File: config.mk
export PLATFORM = sky130hd
export DESIGN_NAME = pipeline_hazard_ctrl
export DESIGN_NICKNAME = d
export VERILOG_FILES = /design/src/rtl/cpu_types_pkg.sv /design/src/rtl/hazard_loaduse_det.sv /design/src/rtl/pipeline_hazard_ctrl.sv
export SDC_FILE = /design/constraint.sdc
export NUM_CORES = 1
export LEC_CHECK = 0
export ABC_AREA = 1
export BUFFER_PORTS_ARGS = -buffer_cell sky130_fd_sc_hd__buf_2
export CAP_MARGIN = 20
export CORE_MARGIN = 3
export CORE_UTILIZATION = 25
export CTS_BUF_LIST = sky130_fd_sc_hd__clkbuf_2
export DETAILED_ROUTE_END_ITERATION = 16
export HOLD_SLACK_MARGIN = 0.05
export PLACE_DENSITY = 0.47
export SYNTH_ARGS = -nofsm -noshare
export SYNTH_HDL_FRONTEND = slang
export SYNTH_SLANG_ARGS = --single-unit
File: constraint.sdc
create_clock -name clk_i -period 2.2 [get_ports clk_i]
set_input_delay 0.11 -clock clk_i [delete_from_list [all_inputs] [get_ports clk_i]]
set_output_delay 0.11 -clock clk_i [all_outputs]
set_load 0.05 [all_outputs]
File: src/rtl/cpu_types_pkg.sv
// cpu_types_pkg: shared pipeline types and fixed stage indices
package cpu_types_pkg;
    typedef enum logic [1:0] {RUN, LUSTALL, DWAIT, HALTED} hzstate_t;
    localparam int IF_STG = 0;
    localparam int ID_STG = 1;
    localparam int EX_STG = 2;
endpackage

File: src/rtl/hazard_loaduse_det.sv
// hazard_loaduse_det: flags an ID-stage source that needs the result of a load still in EX
module hazard_loaduse_det (
    input  logic       ex_memread_i,
    input  logic [4:0] ex_rd_i,
    input  logic [4:0] id_rs_i,
    input  logic [4:0] id_rt_i,
    input  logic       id_uses_rt_i,
    output logic       lu_hazard_o
);
    assign lu_hazard_o = ex_memread_i & (ex_rd_i != 5'd0) &
                         ((ex_rd_i == id_rs_i) | (id_uses_rt_i & (ex_rd_i == id_rt_i)));
endmodule

File: src/rtl/pipeline_hazard_ctrl.sv
// pipeline_hazard_ctrl: stall/flush controller driving every pipeline latch enable and the PC enable
module pipeline_hazard_ctrl
    import cpu_types_pkg::*;
#(
    parameter int NUM_STAGES = 5,
    parameter int MEM_STAGE  = 3,
    parameter int LU_BUBBLES = 1,
    parameter int CNT_W      = 32
) (
    input  logic                  clk_i,
    input  logic                  nrst_i,
    input  logic                  ihit_i,
    input  logic                  dhit_i,
    input  logic                  mem_ren_i,
    input  logic                  mem_wen_i,
    input  logic                  ex_memread_i,
    input  logic [4:0]            ex_rd_i,
    input  logic [4:0]            id_rs_i,
    input  logic [4:0]            id_rt_i,
    input  logic                  id_uses_rt_i,
    input  logic                  branch_taken_i,
    input  logic                  halt_i,
    output logic [NUM_STAGES-2:0] latch_wen_o,
    output logic [NUM_STAGES-2:0] latch_flush_o,
    output logic                  pc_wen_o,
    output logic [CNT_W-1:0]      stall_cnt_o
);
    hzstate_t         state_q, state_d;
    logic [1:0]       lu_cnt_q, lu_cnt_d;
    logic             squash_pend_q, squash_pend_d;
    logic [CNT_W-1:0] stall_cnt_q;
    logic             lu_hazard, lu_pend, halted, dwait, br, lu, stall_inc;

    hazard_loaduse_det u_lu_det (
        .ex_memread_i (ex_memread_i),
        .ex_rd_i      (ex_rd_i),
        .id_rs_i      (id_rs_i),
        .id_rt_i      (id_rt_i),
        .id_uses_rt_i (id_uses_rt_i),
        .lu_hazard_o  (lu_hazard)
    );

    // remaining bubbles survive a dcache wait, so a pending count stands in for LUSTALL
    assign lu_pend = lu_cnt_q != 2'd0;
    assign stall_inc = !pc_wen_o & (state_q != HALTED) & ~&stall_cnt_q;
    assign stall_cnt_o = stall_cnt_q;

    // state, bubble count, squash flag and saturating stall counter
    always_ff @(posedge clk_i) begin
        if (!nrst_i) begin
            state_q       <= RUN;
            lu_cnt_q      <= 2'd0;
            squash_pend_q <= 1'b0;
            stall_cnt_q   <= '0;
        end else begin
            state_q       <= state_d;
            lu_cnt_q      <= lu_cnt_d;
            squash_pend_q <= squash_pend_d;
            stall_cnt_q   <= stall_cnt_q + CNT_W'(stall_inc);
        end
    end

    // next state in priority order: halt, dcache wait, branch, load-use, fetch
    always_comb begin
        state_d       = state_q;
        lu_cnt_d      = lu_cnt_q;
        squash_pend_d = squash_pend_q;
        if (halted) begin
            state_d = HALTED;
        end else if (dwait) begin
            state_d = DWAIT;
        end else if (br) begin
            state_d       = RUN;
            lu_cnt_d      = 2'd0;
            squash_pend_d = squash_pend_q | !ihit_i;
        end else if (lu) begin
            lu_cnt_d = lu_pend ? lu_cnt_q - 2'd1 : 2'(LU_BUBBLES - 1);
            state_d  = (lu_cnt_d != 2'd0) ? LUSTALL : RUN;
        end else begin
            state_d       = RUN;
            squash_pend_d = squash_pend_q & !ihit_i;
        end
    end

    // winning condition this cycle and the PC enable
    always_comb begin
        halted   = halt_i | (state_q == HALTED);
        dwait    = (mem_ren_i | mem_wen_i) & !dhit_i;
        br       = branch_taken_i & !dwait;
        lu       = (lu_hazard | lu_pend) & !br & !dwait;
        pc_wen_o = nrst_i & !halted & !dwait & (br | (!lu & ihit_i & !squash_pend_q));
    end

    for (genvar i = 0; i < NUM_STAGES - 1; i++) begin : g_latch
        assign latch_wen_o[i] = !nrst_i | (!halted & (dwait ? (i >= MEM_STAGE) : !(lu & (i == IF_STG))));
        assign latch_flush_o[i] = !nrst_i | (!halted & (dwait ? (i == MEM_STAGE) :
                                  br ? (i <= ID_STG) : lu ? (i == ID_STG) :
                                  ((i == IF_STG) & (!ihit_i | squash_pend_q))));
    end
endmodule

# Word level (Yosys, flattened, before mapping)
# Cells that the tools add are included.
[op_classes]
add_sub_neg = 2
n_reduce_logical = 17
eq_ne = 5
bitwise_logic = 34
mux = 19
[ops]
columns = ["op", "n"]
rows = [
  ["32-bit by 1-bit adder with 32-bit output", 1],
  ["32-bit AND reduction", 1],
  ["1-bit AND", 20],
  ["1-bit 2-to-1 mux", 13],
  ["2-bit 2-to-1 mux", 6],
  ["1-bit bitwise OR", 12],
  ["5-bit equality test", 2],
  ["1-bit zero test", 10],
  ["3-bit AND reduction", 2],
  ["2-bit nonzero test", 3],
  ["5-bit nonzero test", 1],
  ["2-bit inequality test (second input constant)", 2],
  ["2-bit equality test (second input constant)", 1],
  ["1-bit inverter", 2],
  ["2-bit by 1-bit subtractor with 2-bit output (second input constant)", 1],
]
[totals]
regBits = 37
inputBits = 25
wordCells = 81
out_inout_bits = 41

# Logic depth before layout (Yosys ltp)
[depth]
depth_word = 16
ltp_mapped = 24

# Cells and area by module
# A second synthesis with hierarchy kept.
[unflattened]
cells_unflattened = 386
hier_area_um2 = 2297.2
[by_module_without_submodules]
columns = ["module", "n_inst", "seq_area_each_um2", "cells_each", "area_each_um2"]
rows = [
  ["pipeline_hazard_ctrl", 1, 740.7, 334, 2090.8],
  ["hazard_loaduse_det", 1, 0.0, 52, 206.4],
]

# Worst setup path after synthesis
# No wires, ideal clock.
[synth_path]
path_type = "reg-to-reg"
start = "register stall_cnt_q[22] (netlist: stall_cnt_o[22])"
end = "register stall_cnt_q[30] (netlist: stall_cnt_o[30])"
t_required_ns = 2.119
arrival_time_ns = 2.653
setup_time_ns = 0.081
path_stages_with_launch = 19
path_slack_ns = -0.533
synth_period_minus_slack_ns = 2.733
cell_sequence = "dfxtp_1 nand2_1 inv_1 nand3_1 nor3_1 and3_1 nand4_1 nand2_1 nor2_1 ha_1 ha_1 nand2_1 inv_2 nand3_2 inv_1 nand3_1 nor3b_1 or2_2 a21oi_1"
[synth_between]
elab_chain_len = 4
[synth_rtl]
columns = ["item", "line", "rtl"]
rows = [
  ["from (decl)", "pipeline_hazard_ctrl.sv:31", "logic [CNT_W-1:0] stall_cnt_q;"],
  ["from (signal assigned)", "pipeline_hazard_ctrl.sv:59", "stall_cnt_q <= stall_cnt_q + CNT_W'(stall_inc);"],
  ["32-bit AND reduction", "pipeline_hazard_ctrl.sv:45", "assign stall_inc = !pc_wen_o & (state_q != HALTED) & ~&stall_cnt_q;"],
  ["1-bit zero test", "pipeline_hazard_ctrl.sv:45", ""],
  ["1-bit AND", "pipeline_hazard_ctrl.sv:45", ""],
  ["32-bit by 1-bit adder with 32-bit output *", "pipeline_hazard_ctrl.sv:59", ""],
]
# Mark *: on every way between the ends. The rest lies on a longest branch, timed or not.
# A chain may end at the register's enable or synchronous reset.

# Worst setup path in the final report
[layout_path]
start = "register stall_cnt_q[22] (netlist: stall_cnt_o[22])"
end = "register stall_cnt_q[28] (netlist: stall_cnt_o[28])"
# Same word-level chain as after synthesis.

==> impl_metrics.ini <==
[route]
drt_first_iter_violations = 63
ant_nets = 0
wl_um = 7526
drtPass1Iterations = 5
vias = 2701
viasPerCell = 4.450
drc = 0
avgRoutedWirePerCell_um = 12.40

[flow_run]
cap_violations = 0

[logic_synthesis]
synthXorXnorAreaFrac_pct = 2.294
synth_compound_area_share_pct = 9.394
ys_warn_count = 0
syn_inst = 354
ys.flop_type = dfxtp_1
synth_area_per_cell_um2 = 6.472
syn_area_um2 = 2291
synth_async_sr_flop_share_pct = 0
yosys.area_share.adder_pct = 1.092
ys_ff_latch = 37
synthSimpleGateAreaFrac_pct = 44.40
synth_edf_count = 0
muxShareOfSynthArea_pct = 0
synth.distinct_cells = 38
synth_top_family_by_area = simple AND/OR/NAND/NOR gates
syn_nets = 381
yosysSeqAreaShare_pct = 32.33

[finish]
multi_input_area_um2 = 1488
syn_to_final_growth_pct = 56.91
final_cell_mix = nand2_1, buf_4, buf_2, inv_1, nor2_1
design_area_um2 = 3595
drive_above_1_share_pct = 47.49
mostFrequentLayoutCell = nand2_1
fillCellCount = 948
seq_area_um2 = 765.7
final_core_util_pct = 40.82
num_antenna_cells = 0
nNetsFinal = 525

[clocking]
cts_tree = done
clkLatencyLatePin_ns = 0.41
root_buffer = clkbuf_2
clkSinkCount = 37
cts_made_buffers = 5
clk_pin_slew_ns = 0.21
postCtsHoldBufs = 0
clockBufferDepth = 2
htreeDepth = 2

[die]
die_area_um2 = 10350
row_count = 34
die_y_um = 101.7
coreArea_um2 = 8806
initial_core_util_pct = 26.02
io_pins = 66
fp.dieW_um = 101.7

[sta]
worst_pin_slew_ns = 0.5792
min_period_ns = 2.358
setup_viol = 11
final.period_utilization_pct = 107.2
drv_slew = 0
max-slew-margin-rel_pct = 61.34
fmax_mhz = 424.1
setup_slack_ns = -0.1581
finClkSkew_ns = 0.01705
rsz0062_at_grt = true
finalHoldViolCount = 0
fin_tns_setup_ns = -0.9727

[placement]
io_buffers = 65
dp_hpwl_um = 5869
pre_cts_ws_ns = -0.2860
place_congestion = 0.8399
placed_area_um2 = 3284

[setup_path]
worst-setup-path-type = reg -> reg
crit_fanout = 4
slowest_stage = dfxtp_2
critPathMaxStageDelay_ns = 0.37
critical_path.cell_chain = nand2_2, inv_2, nand3_4, nor3_2, and3_1, nand4_1, nand2_1, nor2_2, ha_2, ha_4, nand2_2, inv_2, nand3_4, nor2_4, nand2_4, nor3_4, nand3_2, o21ai_2, nor2_1
crit_path_start_kind = register
required_ns = 2.54
end_kind = register
worst-endpoint-arrival_ns = 2.70

[global_routing]
antenna_found_initial = 0
grt-ovfl-total = 0
track_usage_pct = 14.71
grt_pass1_vias = 2527
grt_max_degree = 21
grt_pass1_wl_um = 12020

[min_path]
hold_class = in -> reg

[power_and_ir_drop]
internal_power_mw = 0.9682
clkPwrFrac_pct = 32.0
leakage_nw = 1.761
p_comb_share_pct = 18.5
power_density_nw_per_um2 = 388.4
switching_power_mw = 0.4281
power_frac_seq_pct = 49.5
ir_worst_vdd_mv = 0.2101
fin_total_pwr_mw = 1.396
power_switching_share_pct = 30.66

[status]
status = finished with violations
violations = negative setup slack
## sequential cells by signal, indices dropped and copies added, names as in the netlist
name           count
state_q            2
squash_pend_q      1
lu_cnt_q           2
stall_cnt_o       32
## metrics by stage
step | instances | hold slack, ns
5_1_grt | 607 | 0.1177
3_3_place_gp | 587 | 0.4736
4_1_cts | 599 | 0.09580
3_5_place_dp | 587 | 0.4831
2_1_floorplan | 354 | 0.3256
6_report | 607 | 0.09611
## final cells by class
| class | count | share of cell area (%) |
|---|---|---|
| tap | 108 | 3.759 |
| multi-input combinational | 254 | 41.39 |
| timing repair buffer | 142 | 25.55 |
| inverter | 58 | 6.230 |
| clock buffer | 6 | 0.8354 |
| sequential | 37 | 21.30 |
| clock inverter | 2 | 0.9398 |
## Yosys cell counts, types with 3 or more instances
library cell	n	area, um^2
nor3_1	15	75.07
dfxtp_1	37	740.7
a21oi_1	22	110.1
nand2_2	5	31.28
nand4_1	9	56.30
nor4_1	3	18.77
nor3_4	4	65.06
inv_1	52	195.2
or2_0	7	43.79
nor2_2	4	25.02
nor3_2	3	30.03
nand2_1	91	341.6
xnor2_1	5	43.79
nor2_4	3	33.78
clkbuf_1	3	11.26
inv_2	5	18.77
nor2_1	35	131.4
nand3_1	17	85.08
o21ai_0	10	50.05
## repair_timing
action | CTS | global route
resized for setup | 27 | 15
setup buffers | 5 | 8
pin swaps | 9 | 17
endpoints found under the setup margin | 23 | 26
## path summary, 6_finish.rpt
| kind | depth (start not counted) | slack [ns] | to | start |
|---|---|---|---|---|
| setup / recovery | 19 | -0.16 | stall_cnt_o[28] | stall_cnt_o[22] |
| hold / removal | 6 | 0.1 | squash_pend_q | ihit_i |
| setup reg to reg | 19 | -0.16 | stall_cnt_o[28] | stall_cnt_o[22] |
| hold reg to reg | 2 | 0.51 | stall_cnt_o[8] | stall_cnt_o[8] |
## cells by family after synthesis
logic type / after synthesis
adders and majority gates: 2
xor gates and xnor gates: 6
and+or+nand+nor: 206
buffers and inverters: 63
AOI/OAI and AO/OA: 40
DFF: 37
## power by group through the flow
stage,clock [mW],combinational [mW],sequential [mW]
after CTS,0.456,0.254,0.691
after global routing,0.485,0.286,0.693
final,0.447,0.258,0.691
after floorplan,0,0.131,0.734
after detailed placement,0,0.251,0.704
after global placement,0,0.253,0.704
## per-layer routing
layer  global-route usage (%)  share of wire [%]  wire [um]
met1                    19.12                 46       3484
met2                    24.85                 47       3568
met3                    3.375                5.2        390
met4                    3.272                1.1         82
met5                        0                  0          0
## critical path, delay by kind of cell (launching register included)
family                   cells  cell delay [ns]
AO/OA/AOI/OAI                1             0.11
adder cells (fa/ha/maj)      2             0.33
flip-flops                   1             0.37
AND/OR/NAND/NOR             14             1.35
buffers and inverters        2             0.12
(Power assumes the default switching activity.)
